[config.mk]
export PLATFORM = sky130hd
export DESIGN_NAME = hazard_ctrl
export DESIGN_NICKNAME = d
export VERILOG_FILES = /design/src/rtl/hazard_pkg.sv /design/src/rtl/hazard_ctrl_fwd_detect.sv /design/src/rtl/hazard_ctrl.sv
export SDC_FILE = /design/constraint.sdc
export NUM_CORES = 1
export LEC_CHECK = 0
export BUFFER_PORTS_ARGS = -buffer_cell sky130_fd_sc_hd__buf_2
export CAP_MARGIN = 20
export CORE_MARGIN = 2
export CORE_UTILIZATION = 35
export CTS_CLUSTER_DIAMETER = 200
export DETAILED_ROUTE_END_ITERATION = 16
export PLACE_DENSITY_LB_ADDON = 0.3
export SLEW_MARGIN = 40
export SYNTH_ARGS = -nofsm -noshare
export SYNTH_HDL_FRONTEND = slang
export SYNTH_SLANG_ARGS = --single-unit
[constraint.sdc]
create_clock -name clk -period 2.75 [get_ports clk]
set_input_delay 0.55 -clock clk [delete_from_list [all_inputs] [get_ports clk]]
set_output_delay 0.55 -clock clk [all_outputs]
set_load 0.01 [all_outputs]
[src/rtl/hazard_pkg.sv]
// Shared types for the pipeline hazard controller: bypass selects, stall causes
// and the bundle of stall/bubble/flush controls each cause drives.
package hazard_pkg;

  typedef enum logic [1:0] {
    FWD_FILE   = 2'b00,
    FWD_EX     = 2'b01,
    FWD_MM_ALU = 2'b10,
    FWD_MM_MEM = 2'b11
  } fwd_sel_e;

  typedef enum logic [2:0] {
    RUN,
    LOAD_USE,
    BRANCH,
    MC_BUSY,
    MEM_WAIT
  } hz_cause_e;

  typedef struct packed {
    logic stall_pc;
    logic stall_id;
    logic stall_ex;
    logic stall_mm;
    logic bubble_ex;
    logic bubble_mm;
    logic bubble_wb;
    logic flush_id;
  } hz_ctrl_t;

  function automatic hz_ctrl_t cause_ctrl(input hz_cause_e cause);
    hz_ctrl_t c;
    c = '0;
    case (cause)
      MEM_WAIT: begin
        c.stall_pc  = 1'b1;
        c.stall_id  = 1'b1;
        c.stall_ex  = 1'b1;
        c.stall_mm  = 1'b1;
        c.bubble_wb = 1'b1;
      end
      MC_BUSY: begin
        c.stall_pc  = 1'b1;
        c.stall_id  = 1'b1;
        c.stall_ex  = 1'b1;
        c.bubble_mm = 1'b1;
      end
      BRANCH: begin
        c.flush_id  = 1'b1;
        c.bubble_ex = 1'b1;
      end
      LOAD_USE: begin
        c.stall_pc  = 1'b1;
        c.stall_id  = 1'b1;
        c.bubble_ex = 1'b1;
      end
      default: c = '0;
    endcase
    return c;
  endfunction

endpackage

[src/rtl/hazard_ctrl_fwd_detect.sv]
// Per-operand dependency check: picks the bypass source and flags a dependency
// on a load still in EX (data not yet available, so the operand must wait).
module fwd_detect
  import hazard_pkg::*;
#(
  parameter int IDX_W = 5
) (
  input  logic [IDX_W-1:0] rs,
  input  logic [IDX_W-1:0] ex_rd,
  input  logic             ex_wr_reg_en,
  input  logic             ex_is_load,
  input  logic [IDX_W-1:0] mm_rd,
  input  logic             mm_wr_reg_en,
  input  logic             mm_is_load,
  output fwd_sel_e         sel,
  output logic             ex_load_match
);

  logic ex_hit;
  logic mm_hit;

  always_comb begin
    ex_hit        = (rs != '0) && ex_wr_reg_en && (rs == ex_rd);
    mm_hit        = (rs != '0) && mm_wr_reg_en && (rs == mm_rd);
    ex_load_match = ex_hit && ex_is_load;
    sel           = FWD_FILE;
    // The youngest producer wins; an EX load shadows any older MM match.
    if (ex_hit) begin
      sel = ex_is_load ? FWD_FILE : FWD_EX;
    end else if (mm_hit) begin
      sel = mm_is_load ? FWD_MM_MEM : FWD_MM_ALU;
    end
  end

endmodule

[src/rtl/hazard_ctrl.sv]
// Pipeline hazard controller: operand bypass selection, prioritised stall/flush
// generation, memory-wait timeout detection and stall/flush statistics.
module hazard_ctrl
  import hazard_pkg::*;
#(
  parameter  int REG_NUM     = 32,
  parameter  int MEM_TIMEOUT = 255,
  localparam int IDX_W       = $clog2(REG_NUM)
) (
  input  logic             clk,
  input  logic             rst_n,
  input  logic             id_valid,
  input  logic [IDX_W-1:0] id_rs1,
  input  logic [IDX_W-1:0] id_rs2,
  input  logic             id_uses_rs1,
  input  logic             id_uses_rs2,
  input  logic [IDX_W-1:0] ex_rd,
  input  logic             ex_wr_reg_en,
  input  logic             ex_is_load,
  input  logic             ex_mc_start,
  input  logic             ex_mc_done,
  input  logic             branch_taken,
  input  logic [IDX_W-1:0] mm_rd,
  input  logic             mm_wr_reg_en,
  input  logic             mm_is_load,
  input  logic             mm_mem_req,
  input  logic             mm_mem_ready,
  output logic [1:0]       fwd_sel_rs1,
  output logic [1:0]       fwd_sel_rs2,
  output logic             stall_pc,
  output logic             stall_id,
  output logic             stall_ex,
  output logic             stall_mm,
  output logic             bubble_ex,
  output logic             bubble_mm,
  output logic             bubble_wb,
  output logic             flush_id,
  output logic             mem_timeout,
  output logic [31:0]      stall_cycles,
  output logic [31:0]      flush_count
);

  localparam int CW = $clog2(MEM_TIMEOUT + 1);
  localparam logic [CW-1:0] TMO_MAX = CW'(MEM_TIMEOUT);

  logic [IDX_W-1:0] rs_src [2];
  fwd_sel_e         sel_raw [2];
  logic [1:0]       ex_ld_hit;
  logic [1:0]       uses_rs;

  assign rs_src[0] = id_rs1;
  assign rs_src[1] = id_rs2;
  assign uses_rs   = {id_uses_rs2, id_uses_rs1};

  generate
    for (genvar gi = 0; gi < 2; gi++) begin : g_operand
      fwd_detect #(.IDX_W(IDX_W)) u_fwd_detect (
        .rs            (rs_src[gi]),
        .ex_rd         (ex_rd),
        .ex_wr_reg_en  (ex_wr_reg_en),
        .ex_is_load    (ex_is_load),
        .mm_rd         (mm_rd),
        .mm_wr_reg_en  (mm_wr_reg_en),
        .mm_is_load    (mm_is_load),
        .sel           (sel_raw[gi]),
        .ex_load_match (ex_ld_hit[gi])
      );
    end
  endgenerate

  logic            mc_busy_reg;
  logic [CW-1:0]   wait_cnt_reg;
  logic [CW-1:0]   wait_cnt_next;
  logic            mem_timeout_reg;
  logic [31:0]     stall_cycles_reg;
  logic [31:0]     flush_count_reg;
  logic            load_use;
  logic            mc_stall;
  logic            mem_wait;
  hz_cause_e       cause;
  hz_ctrl_t        ctrl;

  always_comb begin
    load_use = id_valid && |(ex_ld_hit & uses_rs);
    mc_stall = (ex_mc_start || mc_busy_reg) && !ex_mc_done;
    mem_wait = mm_mem_req && !mm_mem_ready;
    // A branch under a higher-priority stall is deferred: the stall holds EX,
    // so the redirect is still presented once the stall clears.
    if (mem_wait)          cause = MEM_WAIT;
    else if (mc_stall)     cause = MC_BUSY;
    else if (branch_taken) cause = BRANCH;
    else if (load_use)     cause = LOAD_USE;
    else                   cause = RUN;
    ctrl = rst_n ? cause_ctrl(cause) : '0;
  end

  always_comb begin
    wait_cnt_next = '0;
    if (mem_wait) begin
      wait_cnt_next = (wait_cnt_reg == TMO_MAX) ? wait_cnt_reg : wait_cnt_reg + CW'(1);
    end
  end

  always_ff @(posedge clk or negedge rst_n) begin
    if (!rst_n) begin
      mc_busy_reg      <= 1'b0;
      wait_cnt_reg     <= '0;
      mem_timeout_reg  <= 1'b0;
      stall_cycles_reg <= '0;
      flush_count_reg  <= '0;
    end else begin
      if (ex_mc_done)       mc_busy_reg <= 1'b0;
      else if (ex_mc_start) mc_busy_reg <= 1'b1;
      wait_cnt_reg     <= wait_cnt_next;
      mem_timeout_reg  <= mem_timeout_reg || (mem_wait && wait_cnt_next == TMO_MAX);
      stall_cycles_reg <= stall_cycles_reg + {31'd0, ctrl.stall_pc};
      flush_count_reg  <= flush_count_reg + {31'd0, ctrl.flush_id};
    end
  end

  assign fwd_sel_rs1  = rst_n ? sel_raw[0] : FWD_FILE;
  assign fwd_sel_rs2  = rst_n ? sel_raw[1] : FWD_FILE;
  assign stall_pc     = ctrl.stall_pc;
  assign stall_id     = ctrl.stall_id;
  assign stall_ex     = ctrl.stall_ex;
  assign stall_mm     = ctrl.stall_mm;
  assign bubble_ex    = ctrl.bubble_ex;
  assign bubble_mm    = ctrl.bubble_mm;
  assign bubble_wb    = ctrl.bubble_wb;
  assign flush_id     = ctrl.flush_id;
  assign mem_timeout  = mem_timeout_reg;
  assign stall_cycles = stall_cycles_reg;
  assign flush_count  = flush_count_reg;

endmodule

==> impl_metrics.yaml <==
final_layout:
  fillers: 969
  drive_gt1_share_pct: 38.3
  final_cells: 632
  seqCellArea_mm2: 0.00185
  antenna_cells: 0
  nets: 531
  multi_input_area_mm2: 0.00186
  area_growth_pct: 38.0
  final_util_pct: 49.3
timing:
  max_freq_mhz: 371
  slew_headroom_pct: 54.4
  min_period_ns: 2.70
  rsz0062_at_grt: "yes"
  worst_slew_pin_slew_ns: 0.684
  fin_tns_setup_ns: 0
  hold_viol: 0
  setup_slack_ns: 0.0534
  finalCritPeriodShare_pct: 98.1
  final.setup_skew_ns: 0.0147
  slew_viol_final: 0
  finalSetupViolCount: 0
logic_synthesis:
  syn_avg_cell_area_um2: 10.7
  ys_ff_latch: 74
  synth_edf_count: 0
  synth_compound_area_share_pct: 3.79
  synth_top_family_by_area: "simple AND/OR/NAND/NOR gates"
  synth_xor_area_share_pct: 19.8
  synthArstFlopShare_pct: 100
  synth-simple-area-share_pct: 22.3
  synth_nets: 379
  yosysWarnings: 0
  syn_inst: 340
  ys_types: 39
  synthMuxAreaShare_pct: 0
  syn-cell-area_mm2: 0.00363
  yosysSeqAreaShare_pct: 50.9
  ys.flop_type: "dfrtp_1"
  synthAdderAreaFrac_pct: 1.72
cts:
  cts_tree: "built"
  h-tree-depth: 3
  cts.clk_slew.worst_paths_ns: 0.08
  numCtsBuffers: 9
  clkSinkCount: 74
  insertion_delay_ns: 0.35
  clock-root-buffer: "clkbuf_8"
  cts_buffer_depth: 2
global_route:
  grt_max_degree: 78
  met1_usage_pct: 20.6
  antenna_found_initial: 0
  overflow: 0
  grt_pass1_wl_um: 13500
  grtUsageTotal_pct: 15.1
  grt_busiest_layer: "met2"
  use_met2_pct: 22.9
  grt.met3_usage_pct: 5.27
  grt_pass1_vias: 2813
setup_path:
  endpoint_kind: "register"
  cp_cell_sequence: "buf_6 > or4_4 > nor2_4 > nor4_4 > a22oi_2 > o21bai_2 > ha_4 > ha_4 > and3_4 > and4_4 > and2b_2 > and3_4 > xor2_1"
  slowest_delay_ns: 0.53
  cp.required_ns: 2.99
  cp_max_fo: 4
  cp_slowest_cell: "or4_4"
  arrival_ns: 2.94
  cp-start-kind: "input port"
  critical_path_class: "in2reg"
floorplan:
  initial_core_util_pct: 35.7
  ios: 111
  core-area_mm2: 0.0102
  rows: 37
  fp.dieW_um: 106
  die_h_um: 106
  dieArea_mm2: 0.0112
placement:
  dp.cells: 610
  gp_congestion: 0.791
  place.port_buffers: 110
  preCtsSetupSlack_ns: -0.468
  hpwl_um: 6250
run_status:
  outcome: "completed"
min_path:
  hold_class: "in2async"
power_and_ir_drop:
  p_leak_nw: 2.48
  finalPower_mw: 2.55
  ir_drop_mv: 0.280
  power_density_mw_per_mm2: 509
routing:
  wl_per_cell_um: 13.2
  drt_iter0_drc: 115
  ant_nets: 0
  via_count: 3039
  drt-total-wl_um: 8350
  vias_per_cell: 4.81
  firstDrtPassIters: 4
  remaining_drc_errors: 0
job:
  cap_violations: 0
through the flow:
step | area, um^2 | hold slack [ns]
2_1_floorplan | 3740 | 0.254
3_3_place_gp | 4660 | 0.367
3_5_place_dp | 4670 | 0.371
4_1_cts | 4910 | 0.423
5_1_grt | 5020 | 0.449
6_report | 5020 | 0.383
per-layer routing:
layer	share of wire (%)	routed length, um
met5	0	0
met4	0.85	71
met3	7.1	596
met2	45	3760
met1	47	3920
report_power, final:
group | switching [mW] | total (mW) | internal, mW
Combinational | 0.184 | 0.367 | 0.183
Sequential | 0.0981 | 1.26 | 1.17
Clock | 0.394 | 0.923 | 0.529
Total | 0.676 | 2.55 | 1.88
cells in the mapped netlist (2+ instances only):
library cell,number,area (um^2)
nor2_1,15,56.3
nor2b_1,3,18.8
nand2b_1,3,18.8
or4_1,2,15.0
a31oi_1,2,12.5
a21oi_1,4,20.0
and4_1,10,87.6
nor3_1,4,20.0
buf_4,2,15.0
dfrtp_1,74,1850
ha_1,5,62.6
nor4_2,3,37.5
and2_1,3,18.8
nor4_1,3,18.8
nand2_1,36,135
xnor2_1,64,561
nand4_1,22,138
inv_1,5,18.8
a21boi_0,2,15.0
a211oi_1,3,22.5
xor2_1,18,158
and3_1,13,81.3
clkbuf_1,3,11.3
o21ai_0,3,15.0
nand3_1,24,120
cells by family (layout without fill, tap and decap cells):
family / count (synthesis) / after routing
AND/OR/NAND/NOR: 147 / 147
XOR/XNOR: 82 / 82
flip-flops: 74 / 74
AO/OA/AOI/OAI: 20 / 20
buffers and inverters: 12 / 168
adder cells (fa/ha/maj): 5 / 5
worst max-delay path, delay by kind of cell:
kind / cells / cell delay [ns]
compound gates: 2 / 0.34
buf+inv: 1 / 0.09
fa+ha+maj: 2 / 0.35
simple gates: 7 / 1.47
xor+xnor: 1 / 0.13
repair_timing:
item	4_1_cts	5_1_grt
buffers inserted	2	5
pin swaps	5	15
hold endpoints to repair	1	0
hold buffers	1	0
gates resized for setup	2	20
gates cloned	0	0
endpoints found under the setup margin	8	7
final cells by class:
type                    count  area share (%)
flip-flops and latches     74            36.9
clock inverters             5            1.57
inverters                   5           0.374
repair buffers            148            17.9
clock buffers              10            2.74
well taps                 136            3.39
multi-input cells         254            37.1
path summary, 6_finish.rpt:
kind                                            from                          to  cells after the start  slack [ns]
hold / removal                                 rst_n   flush_count[11]$_DFF_PN0_                      2        0.38
setup / recovery                           id_rs1[1]  stall_cycles[12]$_DFF_PN0_                     13        0.05
setup reg to reg             mc_busy_reg$_DFFE_PN0P_   flush_count[24]$_DFF_PN0_                     13        0.28
max in group asynchronous                      rst_n  stall_cycles[22]$_DFF_PN0_                      2        1.88
hold reg to reg            flush_count[31]$_DFF_PN0_   flush_count[31]$_DFF_PN0_                      1        0.47
min in group clk           flush_count[31]$_DFF_PN0_   flush_count[31]$_DFF_PN0_                      1        0.47
placed cells by master (no fill, tap or decap), drive strengths merged:
cell type / count
xor2: 18
dlygate4sd3: 1
a21oi: 4
a32o: 2
nor4: 6
a31oi: 2
nor2b: 3
nor4b: 1
or4: 2
inv: 5
o21bai: 1
ha: 5
nand3: 24
nand2b: 3
clkbuf: 10
o21ai: 3
bufinv: 2
clkinv: 3
and3: 13
and2b: 1
a41o: 1
o22ai: 1
a22oi: 1
xnor2: 64
nand2: 36
and2: 4
nand4: 22
nor2: 16
nand3b: 1
nor3: 4
and4: 10
or2: 1
a211oi: 3
dfrtp: 74
buf: 147
a21boi: 2
Note: power is estimated with default switching activity, not from simulation.
